[src/rtl/dcfifo_pkg.sv]
// Shared definitions for the dcfifo test-clock meter: default sizing and gate FSM encoding.
package dcfifo_pkg;

  localparam int CLK_FREQ_DEF = 50_000_000;
  localparam int CNT_W_DEF    = 32;

  typedef enum logic [0:0] {
    ST_IDLE = 1'b0,
    ST_GATE = 1'b1
  } meter_state_e;

endpackage

[src/rtl/sync_edge_det.sv]
// Two-flop synchronizer followed by an edge flop; emits a one-cycle pulse per rising edge
// of an asynchronous input.
module sync_edge_det (
  input  logic clk_i,
  input  logic rst_i,
  input  logic async_i,
  output logic rise_o
);

  logic s1_q;
  logic s2_q;
  logic prev_q;

  always_ff @(posedge clk_i or posedge rst_i) begin
    if (rst_i) begin
      s1_q   <= 1'b0;
      s2_q   <= 1'b0;
      prev_q <= 1'b0;
    end else begin
      s1_q   <= async_i;
      s2_q   <= s1_q;
      prev_q <= s2_q;
    end
  end

  assign rise_o = s2_q & ~prev_q;

endmodule

[src/rtl/dcfifo_clk_meter.sv]
// Frequency / period meter for a slow asynchronous clock, with loss-of-clock detection.
// meas_valid is a one-cycle strobe with no back-pressure: freq_hz is valid in that cycle and holds until the next strobe.
module dcfifo_clk_meter
  import dcfifo_pkg::*;
#(
  parameter int CLK_FREQ       = CLK_FREQ_DEF,
  parameter int GATE_CYCLES    = CLK_FREQ,
  parameter int TIMEOUT_CYCLES = CLK_FREQ * 2,
  parameter int CNT_W          = CNT_W_DEF
) (
  input  logic             sys_clk,
  input  logic             sys_rst,
  input  logic             clk_in,
  input  logic             meas_en,
  output logic [CNT_W-1:0] freq_hz,
  output logic [CNT_W-1:0] period_cyc,
  output logic             meas_valid,
  output logic             clk_lost,
  output meter_state_e     fsm_state
);

  if (GATE_CYCLES < 2 || longint'(GATE_CYCLES) >= (longint'(1) << CNT_W)) begin : g_bad_gate
    $error("GATE_CYCLES must be >= 2 and < 2**CNT_W");
  end
  if (TIMEOUT_CYCLES < 2 || longint'(TIMEOUT_CYCLES) >= (longint'(1) << CNT_W)) begin : g_bad_timeout
    $error("TIMEOUT_CYCLES must be >= 2 and < 2**CNT_W");
  end

  localparam logic [CNT_W-1:0] GATE_LAST = CNT_W'(GATE_CYCLES - 1);
  localparam logic [CNT_W-1:0] TO_LAST   = CNT_W'(TIMEOUT_CYCLES - 1);
  localparam logic [CNT_W-1:0] ONE       = CNT_W'(1);

  logic rise;

  sync_edge_det u_sync (
    .clk_i   (sys_clk),
    .rst_i   (sys_rst),
    .async_i (clk_in),
    .rise_o  (rise)
  );

  meter_state_e     state_q;
  logic [CNT_W-1:0] gate_cnt_q;
  logic [CNT_W-1:0] edge_cnt_q;
  logic [CNT_W-1:0] freq_q;
  logic             valid_q;
  logic [CNT_W-1:0] edge_inc;

  // Saturating edge count including the current cycle's rise, so a rise on the last gate cycle lands in this window.
  assign edge_inc = (rise && edge_cnt_q != '1) ? edge_cnt_q + ONE : edge_cnt_q;

  always_ff @(posedge sys_clk or posedge sys_rst) begin
    if (sys_rst) begin
      state_q    <= ST_IDLE;
      gate_cnt_q <= '0;
      edge_cnt_q <= '0;
      freq_q     <= '0;
      valid_q    <= 1'b0;
    end else begin
      valid_q <= 1'b0;
      case (state_q)
        ST_IDLE: begin
          gate_cnt_q <= '0;
          edge_cnt_q <= '0;
          if (meas_en) state_q <= ST_GATE;
        end
        ST_GATE: begin
          if (!meas_en) begin
            state_q    <= ST_IDLE;
            gate_cnt_q <= '0;
            edge_cnt_q <= '0;
          end else if (gate_cnt_q == GATE_LAST) begin
            freq_q     <= edge_inc;
            valid_q    <= 1'b1;
            gate_cnt_q <= '0;
            edge_cnt_q <= '0;
          end else begin
            gate_cnt_q <= gate_cnt_q + ONE;
            edge_cnt_q <= edge_inc;
          end
        end
        default: state_q <= ST_IDLE;
      endcase
    end
  end

  logic [CNT_W-1:0] per_cnt_q, per_cnt_d;
  logic [CNT_W-1:0] period_q, period_d;
  logic             seen_q, seen_d;
  logic             lost_q, lost_d;
  logic [CNT_W-1:0] per_inc;

  assign per_inc = (per_cnt_q == '1) ? per_cnt_q : per_cnt_q + ONE;

  // A rise takes priority over the timeout; the first rise after reset or loss only arms the path.
  always_comb begin
    per_cnt_d = per_inc;
    period_d  = period_q;
    seen_d    = seen_q;
    lost_d    = lost_q;
    if (rise) begin
      if (seen_q) period_d = per_inc;
      per_cnt_d = '0;
      seen_d    = 1'b1;
      lost_d    = 1'b0;
    end else if (per_cnt_q == TO_LAST) begin
      lost_d   = 1'b1;
      period_d = '0;
      seen_d   = 1'b0;
    end
  end

  always_ff @(posedge sys_clk or posedge sys_rst) begin
    if (sys_rst) begin
      per_cnt_q <= '0;
      period_q  <= '0;
      seen_q    <= 1'b0;
      lost_q    <= 1'b0;
    end else begin
      per_cnt_q <= per_cnt_d;
      period_q  <= period_d;
      seen_q    <= seen_d;
      lost_q    <= lost_d;
    end
  end

  assign freq_hz    = freq_q;
  assign period_cyc = period_q;
  assign meas_valid = valid_q;
  assign clk_lost   = lost_q;
  assign fsm_state  = state_q;

endmodule

[config.mk]
export PLATFORM = sky130hd
export DESIGN_NAME = dcfifo_clk_meter
export DESIGN_NICKNAME = d
export VERILOG_FILES = /design/src/rtl/dcfifo_pkg.sv /design/src/rtl/sync_edge_det.sv /design/src/rtl/dcfifo_clk_meter.sv
export SDC_FILE = /design/constraint.sdc
export NUM_CORES = 1
export LEC_CHECK = 0
export BUFFER_PORTS_ARGS = -buffer_cell sky130_fd_sc_hd__buf_2
export CAP_MARGIN = 15
export CORE_MARGIN = 1.5
export CORE_UTILIZATION = 41
export CTS_BUF_LIST = sky130_fd_sc_hd__clkbuf_8
export DETAILED_ROUTE_END_ITERATION = 8
export GPL_TIMING_DRIVEN = 1
export SLEW_MARGIN = 20
export SYNTH_ARGS = -nofsm -noshare
export SYNTH_HDL_FRONTEND = slang
export SYNTH_HIERARCHICAL = 1
export SYNTH_SLANG_ARGS = --single-unit
[constraint.sdc]
create_clock -name sys_clk -period 5.5 [get_ports sys_clk]
set_clock_uncertainty 0.05 [all_clocks]
set_input_delay 0.55 -clock sys_clk [delete_from_list [all_inputs] [get_ports sys_clk]]
set_output_delay 0.55 -clock sys_clk [all_outputs]
set_load 0.05 [all_outputs]
==> results of run 1 <==
cells in the mapped netlist (10+ instances only):
cell | n | share of area, %
and3_1 | 20 | 1.7
and4_1 | 11 | 1.3
clkbuf_1 | 29 | 1.5
dfrtp_1 | 167 | 56
inv_1 | 11 | 0.56
nand2_1 | 102 | 5.2
nand3_1 | 52 | 3.5
nand4_1 | 22 | 1.9
nor2_1 | 124 | 6.3
nor3_1 | 13 | 0.88
nor4_1 | 13 | 1.1
o21ai_0 | 59 | 4.0
o21ai_1 | 10 | 0.67
xnor2_1 | 37 | 4.4
xor2_1 | 52 | 6.1
metrics by stage:
step | setup slack [ns] | utilization [%]
floorplan | 0.467 | -
global placement | 2.89 | 44.8
detailed placement | 2.82 | 44.8
CTS | 2.81 | 47.1
global route | 2.57 | 47.1
finish | 2.86 | 47.1
critical path, cell delays in order, from the launching register on:
cell and delay [ns]:
dfrtp_1 0.40, nor2b_4 0.51, buf_4 0.36, nor4_1 0.09, nand3_1 0.10, o31a_1 0.49
buf_4 0.38, nand2_1 0.08, o21ai_0 0.08
where the power goes:
| part | internal, mW | switching, mW |
|---|---|---|
| clock network | 0.418 | 0.468 |
| registers | 1.25 | 0.0242 |
| logic | 0.0311 | 0.119 |
state kept, by name, summed over array words and instances (netlist names):
name and count:
fsm_state 1, seen_q 1, per_cnt_q 32, u_sync/s1_q 1, edge_cnt_q 32, u_sync/s2_q 1, gate_cnt_q 32, clk_lost 1
meas_valid 1, u_sync/prev_q 1, period_cyc 32, freq_hz 32
layer usage:
layer,vias to the layer above,part of all wire (%)
met3,17,3.6
met4,0,1.3
met2,106,45
met5,-,0
li1,2718,-
met1,2655,50
what timing repair did:
item                      CTS  global route
hold endpoints to repair    3             0
gates resized for setup     0             0
hold buffers                1             0
worst paths after layout:
check                                 endpoint  slack [ns]     startpoint
worst max register to register  period_cyc[20]        2.86  u_sync/prev_q
worst max-delay path            period_cyc[20]        2.86  u_sync/prev_q
min in group asynchronous          u_sync/s1_q        0.50        sys_rst
max in group asynchronous       edge_cnt_q[20]        3.46        sys_rst
worst min-delay path               u_sync/s1_q        0.14         clk_in
worst min register to register     u_sync/s2_q        0.30    u_sync/s1_q
area by class of cell:
| type | instances | area share (%) |
|---|---|---|
| clock buffers | 18 | 2.95 |
| clock inverters | 14 | 1.74 |
| inverters | 11 | 0.581 |
| multi-input cells | 555 | 36.8 |
| flip-flops and latches | 167 | 49.7 |
| well taps | 229 | 3.41 |
| repair buffers | 77 | 4.82 |
cell families (layout without fill, tap and decap cells):
logic type / after synthesis / count (layout) / share of synthesized area (%)
AOI/OAI and AO/OA: 80 / 80 / 5.88
adders and majority gates: 3 / 3 / 0.505
DFF: 167 / 167 / 56.2
and+or+nand+nor: 381 / 381 / 24.4
muxes: 2 / 2 / 0.269
xor gates and xnor gates: 89 / 89 / 10.5
buffers and inverters: 42 / 120 / 2.24
==> qor.yml, run 1 <==
yosys:
  syn_nets: 771
  syn_area_per_cell_sq_um: 9.72
  synth_cell_types: 42
  synth_area_sq_mm: 0.00743
  async_flop_share_pct: 100
  syn_inst: 764
  yosysWarnings: 6
  synth_ff_type: "dfrtp_1"
  synth_edf_count: 0
  seq_area_frac_synth_pct: 56.2
  synth_seq_cells: 167
outcome:
  outcome: "completed"
cts:
  cts_made_buffers: 17
  clock_sinks: 167
  post_cts_buffers: 0
  root_buffer: "clkbuf_8"
  clock_latency_ns: 0.47
  clk_pin_slew_ns: 0.09
  cts_max_path_buffers: 2
  htreeDepth: 4
  cts_tree: "yes"
global_route:
  top_usage_layer: "met2"
  gr-usage-met2_pct: 27.8
  antenna_found_initial: 0
  grt_pass1_wl_um: 26600
  met3_usage_pct: 3.97
  track_usage_pct: 17.9
  grt_max_degree: 112
  use_met1_pct: 24.9
  grt-ovfl-total: 0
  grt_pass1_vias: 5363
finish:
  final_cell_mix: "dfrtp_1, nor2_1, nand2_1"
  synthToLayoutAreaGrowth_pct: 13.1
  multi_input_area_sq_mm: 0.00309
  finalNonFillerCells: 1071
  nFillCells: 1688
  drive_above_1_share_pct: 13.7
  regArea_sq_mm: 0.00418
  nets: 836
  fin_area_sq_mm: 0.00841
  diodes: 0
  final_common_cell: "dfrtp_1"
detailed_routing:
  wl_per_cell_um: 14.8
  vias: 5496
  drc_errors: 0
  initialDrtViolationCount: 307
  dr.pass1.iters: 4
  antenna_left: 0
  wl_um: 15900
  via_per_inst: 5.13
flow_run:
  drv_cap: 0
place:
  postPlaceCellArea_sq_mm: 0.00800
  dpl.hpwl_um: 10500
  placed_cells: 1038
  place_congestion: 0.834
  numPortBuffers: 70
floorplan:
  dieArea_sq_mm: 0.0189
  core_area_sq_mm: 0.0178
  die_h_um: 138
  dieWidth_um: 138
  initial_core_util_pct: 41.6
  placementRows: 49
  ios: 71
critical_path:
  critPathCaptureType: "flip-flop"
  path_max_fanout: 25
  critPathKind: "flip-flop to flip-flop"
  reg2reg_depth: 8
  crit_required_ns: 5.82
  cp-start-kind: "flip-flop"
  crit_arrival_ns: 2.97
min_path:
  worstHoldPathCells: 1
  min_path_type: "primary input to flip-flop"
timing:
  hold_viol: 0
  timing.final.crit_share_pct: 48.1
  tns_ns: 0
  fmax_ghz: 0.378
  rsz0062_at_grt: "no"
  holdWs_ns: 0.140
  finalSetupViolCount: 0
  drv_slew: 0
  finalCriticalPeriod_ns: 2.64
  relSlewSlack_pct: 40.1
  worst_pin_slew_ns: 0.890
power_and_ir_drop:
  ir_worst_vdd_uv: 164
  power_density_mw_per_mm2: 275
  fin_total_pwr_mw: 2.31
  p_leak_nw: 3.77
Power figures use the tool's default switching activity.
==> run 2: changes to the inputs <==
- clock period: 5.5 -> 2.2 ns (I/O delays scaled with it)
==> run 2 against run 1 <==
- largest cell class unchanged
- first-iteration DRC count grew 20%
- die area unchanged
- power rose to 2.6 times the previous value
- highest routed layer unchanged
- critical path depth shrank 1
- flip-flop and latch count stayed put
- critical endpoint is now period_cyc[21]
- final area grew 7.7%
- register-to-register slack lost 2.8 ns
- worst setup slack worse by 2.8 ns
==> qor.yml, run 2 (synthesis gave the netlist of run 1 again) <==
power_and_ir_drop:
  comb_power_share_pct: 7.6  # +1.1 points
  power_switching_mw: 1.48  # +140%
  power_frac_clock_pct: 39.1  # +0.7 points
  p_leak_nw: 4.14  # +9.6%
  power_density_mw_per_mm2: 657  # +140%
  ir_worst_vdd_uv: 420  # +160%
  internal_power_mw: 4.46  # +160%
  switching_share_pct: 25.0  # -1.5 points
  seq_power_share_pct: 53.4  # -1.8 points
finish:
  nFillCells: 1639  # -2.9%
  synthToLayoutAreaGrowth_pct: 21.9
  nets: 902  # +7.9%
  fin_area_sq_mm: 0.00906  # +7.7%
  drive_above_1_share_pct: 21.3  # +7.6 points
  final_cell_mix: "dfrtp_1, nor2_1, nand2_1"
  final_common_cell: "dfrtp_1"
  fin_util_pct: 50.8  # +3.6 points
  diodes: 0  # unchanged
detailed_routing:
  wl_um: 16500  # +4.1%
  drc_errors: 0  # unchanged
  initialDrtViolationCount: 367  # +20%
  wl_per_cell_um: 14.5  # -2.0%
  vias: 5732  # +4.3%
  dr.pass1.iters: 4  # unchanged
  antenna_left: 0  # unchanged
  via_per_inst: 5.04  # -1.8%
timing:
  fmax_ghz: 0.473  # +25%
  finalCriticalPeriod_ns: 2.11  # -0.529 ns
  timing.final.crit_share_pct: 96.1  # +48 points
  holdWs_ns: 0.138  # -0.00293 ns
  relSlewSlack_pct: 68.8  # +29 points
  finalSetupViolCount: 0  # unchanged
  drv_slew: 0  # unchanged
  worst_pin_slew_ns: 0.464  # -0.426 ns
  rsz0062_at_grt: "yes"
  hold_viol: 0  # unchanged
critical_path:
  cp-start-kind: "flip-flop"
  cpMaxStageDelayCell: "or4_4"
  critPathBufInv: 1  # -1
  crit_required_ns: 2.48  # -3.34 ns
  crit_arrival_ns: 2.40  # -0.57 ns
  critPathCaptureType: "flip-flop"
  crit_family: "simple AND/OR/NAND/NOR gates"
  critPathKind: "flip-flop to flip-flop"
  path_max_fanout: 4  # -84%
  cp_cell_sequence: "nand3_2 -> or4_4 -> or3_4 -> buf_4 -> nand3_1 -> xor2_1 -> o21ai_1"
  slowest_delay_ns: 0.56  # +0.05 ns
global_route:
  grt-ovfl-total: 0  # unchanged
  grt_pass1_wl_um: 27600  # +3.6%
  met3_usage_pct: 3.90  # -0.074 points
  grt_pass1_vias: 5467  # +1.9%
  grt_max_degree: 67  # -40%
  use_met1_pct: 26.8  # +1.9 points
  top_usage_layer: "met2"
  track_usage_pct: 18.7  # +0.74 points
  antenna_found_initial: 0  # unchanged
  gr-usage-met2_pct: 28.5  # +0.72 points
outcome:
  outcome: "completed"
place:
  numPortBuffers: 70  # unchanged
  place_congestion: 0.831  # -0.38%
  dpl.hpwl_um: 11500  # +9.2%
  postPlaceCellArea_sq_mm: 0.00850  # +6.2%
floorplan:
  dieWidth_um: 138  # unchanged
  placementRows: 49  # unchanged
  ios: 71  # unchanged
  dieArea_sq_mm: 0.0189  # unchanged
  initial_core_util_pct: 41.6  # unchanged
  core_area_sq_mm: 0.0178  # unchanged
  die_h_um: 138  # unchanged
min_path:
  min_path_type: "primary input to async pin"
cts:
  clock_latency_ns: 0.46  # about the same
  cts_tree: "yes"
  clock_sinks: 167  # unchanged
  cts_max_path_buffers: 2  # unchanged
  htreeDepth: 4  # unchanged
  clk_pin_slew_ns: 0.09  # about the same
  root_buffer: "clkbuf_8"
  cts_made_buffers: 17  # unchanged
flow_run:
  drv_cap: 0  # unchanged
-- run 2: cell types whose count changed in the layout (fill, tap and decap cells not counted), sizes merged --
cell	change
buf	+64
bufinv	+1
clkbuf	+2
clkinvlp	+1
dlygate4sd3	+2
inv	-4
-- run 2: worst paths after layout --
| kind | slack, ns | cells past startpoint | endpoint | start |
|---|---|---|---|---|
| setup / recovery | 0.09 | 7 | period_cyc[21] | per_cnt_q[24] |
| hold / removal | 0.14 | 3 | u_sync/s2_q | sys_rst |
| setup reg to reg | 0.09 | 7 | period_cyc[21] | per_cnt_q[24] |
| hold reg to reg | 0.30 | 0 | u_sync/s2_q | u_sync/s1_q |
| max in group asynchronous | 1.19 | 4 | per_cnt_q[21] | sys_rst |
| min in group sys_clk | 0.30 | 0 | u_sync/s2_q | u_sync/s1_q |
-- run 2: metal layers --
metal	wire [um]	part of all wire [%]
met1	8420	51
met2	7470	45
met3	458	2.8
met4	187	1.1
met5	0	0
-- run 2: power groups by stage --
stage                     clock (mW)  sequential, mW  combinational [mW]
after global placement             0            3.24               0.448
after detailed placement           0            3.23               0.452
after CTS                       2.39            3.17               0.457
final                           2.32            3.17               0.450
after global routing            2.53            3.18               0.491
after floorplan                    0            3.35               0.168
-- run 2: through the flow --
| stage | total power, mW | setup WS, ns | setup TNS (ns) | cells |
|---|---|---|---|---|
| finish | 5.95 | 0.0861 | 0 | 1137 |
| global route | 6.20 | -0.00298 | -0.00298 | 1137 |
| CTS | 6.02 | 0.0320 | 0 | 1133 |
| detailed placement | 3.69 | 0.0444 | 0 | 1098 |
| global placement | 3.68 | 0.0733 | 0 | 1098 |
| floorplan | 3.51 | -0.155 | -25.39 | 764 |
-- run 2: worst min-delay path, cell delays in order --
cell,delay (ns)
dlygate4sd3_1,0.53
buf_2,0.14
inv_1,0.10
-- run 2: what timing repair did --
item | in CTS | in global routing
hold endpoints to repair | 15 | 0
setup endpoints to repair | 0 | 40
resized for setup | 0 | 14
hold buffers | 3 | 0
setup buffers | 0 | 4
-- run 2: final cells by class --
class                      count  area (sq um)  area share, %
sequential                   167          4180           46.1
tap                          229           287           3.16
timing repair buffer         143           956           10.6
inverter                      11          45.0          0.497
multi-input combinational    555          3160           34.9
clock inverter                12           150           1.66
clock buffer                  20           275           3.04
==> run 3: changes to the inputs <==
- MAX_ROUTING_LAYER: default -> met4
==> run 3 against run 2 <==
- hold slack got worse by 0.0051 ns
- critical endpoint is now period_cyc[25]
- clock-buffer cell count unchanged
- combinational power barely moved
- non-clock buffer count is the same
- register-to-register slack about the same
- fmax hardly changed
==> qor.yml, run 3 (synthesis gave the netlist of run 1 again) <==
outcome:
  outcome: "completed"
detailed_routing:
  drc_errors: 0  # unchanged
  wl_per_cell_um: 14.6  # +0.13%
  vias: 5724  # -0.14%
  dr.pass1.iters: 4  # unchanged
  via_per_inst: 5.03  # -0.14%
  initialDrtViolationCount: 391  # +6.5%
  wl_um: 16600  # +0.13%
  antenna_left: 0  # unchanged
critical_path:
  reg2reg_to: "period_cyc[25]"
  critPathCaptureType: "flip-flop"
  path_max_fanout: 4  # unchanged
  cpMaxStageDelayCell: "or4_4"
  critPathKind: "flip-flop to flip-flop"
  rrSetupSlack_ns: 0.09  # about the same
  slowest_delay_ns: 0.56  # about the same
  critPathBufInv: 1  # unchanged
  crit_family: "simple AND/OR/NAND/NOR gates"
  r2r_start: "per_cnt_q[24]"
  cp-start-kind: "flip-flop"
  cp_cell_sequence: "nand3_2 -> or4_4 -> or3_4 -> buf_4 -> nand3_1 -> xor2_2 -> o21ai_1"
  crit_required_ns: 2.49  # about the same
  crit_arrival_ns: 2.40  # about the same
  reg2reg_depth: 7  # unchanged
cts:
  clk_pin_slew_ns: 0.09  # about the same
  cts_max_path_buffers: 2  # unchanged
  clock_sinks: 167  # unchanged
  clock_latency_ns: 0.46  # about the same
  cts_made_buffers: 17  # unchanged
  htreeDepth: 4  # unchanged
  cts_tree: "yes"
  root_buffer: "clkbuf_8"
timing:
  drv_slew: 0  # unchanged
  relSlewSlack_pct: 69.0  # +0.23 points
  worst_slack_ns: 0.0858  # -0.000300 ns
  fmax_ghz: 0.473  # about the same
  finalSetupViolCount: 0  # unchanged
  rsz0062_at_grt: "yes"
  timing.final.crit_share_pct: 96.1  # about the same
  hold_viol: 0  # unchanged
  finalCriticalPeriod_ns: 2.11  # +0.000300 ns
  holdWs_ns: 0.132  # -0.00507 ns
  tns_ns: 0  # unchanged
  worst_pin_slew_ns: 0.461  # -0.00345 ns
global_route:
  grt_max_degree: 67  # unchanged
  antenna_found_initial: 0  # unchanged
  grt-ovfl-total: 0  # unchanged
  grt_pass1_wl_um: 27500  # -0.15%
  grt_pass1_vias: 5466  # -0.018%
  track_usage_pct: 19.2  # +0.54 points
floorplan:
  die_h_um: 138  # unchanged
  core_area_sq_mm: 0.0178  # unchanged
  ios: 71  # unchanged
  dieWidth_um: 138  # unchanged
  initial_core_util_pct: 41.6  # unchanged
  dieArea_sq_mm: 0.0189  # unchanged
  placementRows: 49  # unchanged
finish:
  fin_util_pct: 50.8  # unchanged
  nets: 902  # unchanged
  diodes: 0  # unchanged
  final_common_cell: "dfrtp_1"
  synthToLayoutAreaGrowth_pct: 21.9  # unchanged
  drive_above_1_share_pct: 21.3  # unchanged
  final_cell_mix: "dfrtp_1, nor2_1, nand2_1"
power_and_ir_drop:
  fin_total_pwr_mw: 5.95  # about the same
  comb_power_share_pct: 7.5  # about the same
  switching_share_pct: 25.0  # +0.071 points
  internal_power_mw: 4.46  # about the same
  ir_worst_vdd_uv: 427  # +1.8%
  power_switching_mw: 1.49  # +0.37%
  power_density_mw_per_mm2: 657  # about the same
  seq_power_share_pct: 53.3  # about the same
  p_leak_nw: 4.14  # unchanged
  power_frac_clock_pct: 39.1  # about the same
place:
  numPortBuffers: 70  # unchanged
  dpl.hpwl_um: 11500  # unchanged
  dp_slack_ns: 0.0444  # unchanged
  place_congestion: 0.844  # +1.5%
flow_run:
  drv_cap: 0  # unchanged
min_path:
  min_path_type: "primary input to async pin"
[run 3: cell counts in the layout (fill, tap and decap cells not counted)]
No cell type changed its count.
[run 3: worst min-delay path, stage by stage]
cell and delay, ns:
dlygate4sd3_1 0.53, buf_2 0.14, inv_1 0.10
[run 3: stage by stage]
step	std cells	cell area, sq um
global placement	1098	8500
CTS	1133	8950
floorplan	764	7430
detailed placement	1098	8500
global route	1137	9060
finish	1137	9060
[run 3: what timing repair did]
item,4_1_cts,5_1_grt
setup endpoints to repair,0,40
resized for setup,0,14
buffers inserted,0,4
hold buffers,3,0
hold endpoints to repair,15,0
[run 3: worst max path at each step]
stage,from,end,depth (start not counted)
4_1_cts,per_cnt_q[24],period_cyc[5],7
6_report,per_cnt_q[24],period_cyc[25],7
3_3_place_gp,per_cnt_q[24],period_cyc[21],7
3_5_place_dp,per_cnt_q[24],period_cyc[5],7
5_1_grt,edge_cnt_q[23],freq_hz[25],7
2_1_floorplan,sys_rst,clk_lost,1
[run 3: area by class of cell]
type                       count  area (sq um)
clock inverter                12           150
multi-input combinational    555          3160
timing repair buffer         143           956
sequential                   167          4180
inverter                      11          45.0
clock buffer                  20           275
tap                          229           287
fill                        1639          8780
[run 3: power groups by stage]
stage	Clock (mW)	Sequential [mW]	Combinational, mW
after detailed placement	0	3.23	0.452
after global routing	2.53	3.18	0.491
final	2.33	3.17	0.449
after CTS	2.39	3.17	0.457
after global placement	0	3.24	0.448
after floorplan	0	3.35	0.168
[run 3: routing by layer]
metal  part of all wire [%]  track usage [%]
met1                     51             26.8
met3                    2.8             3.90
met2                     45             28.4
met5                      0                -
met4                    1.2             5.26
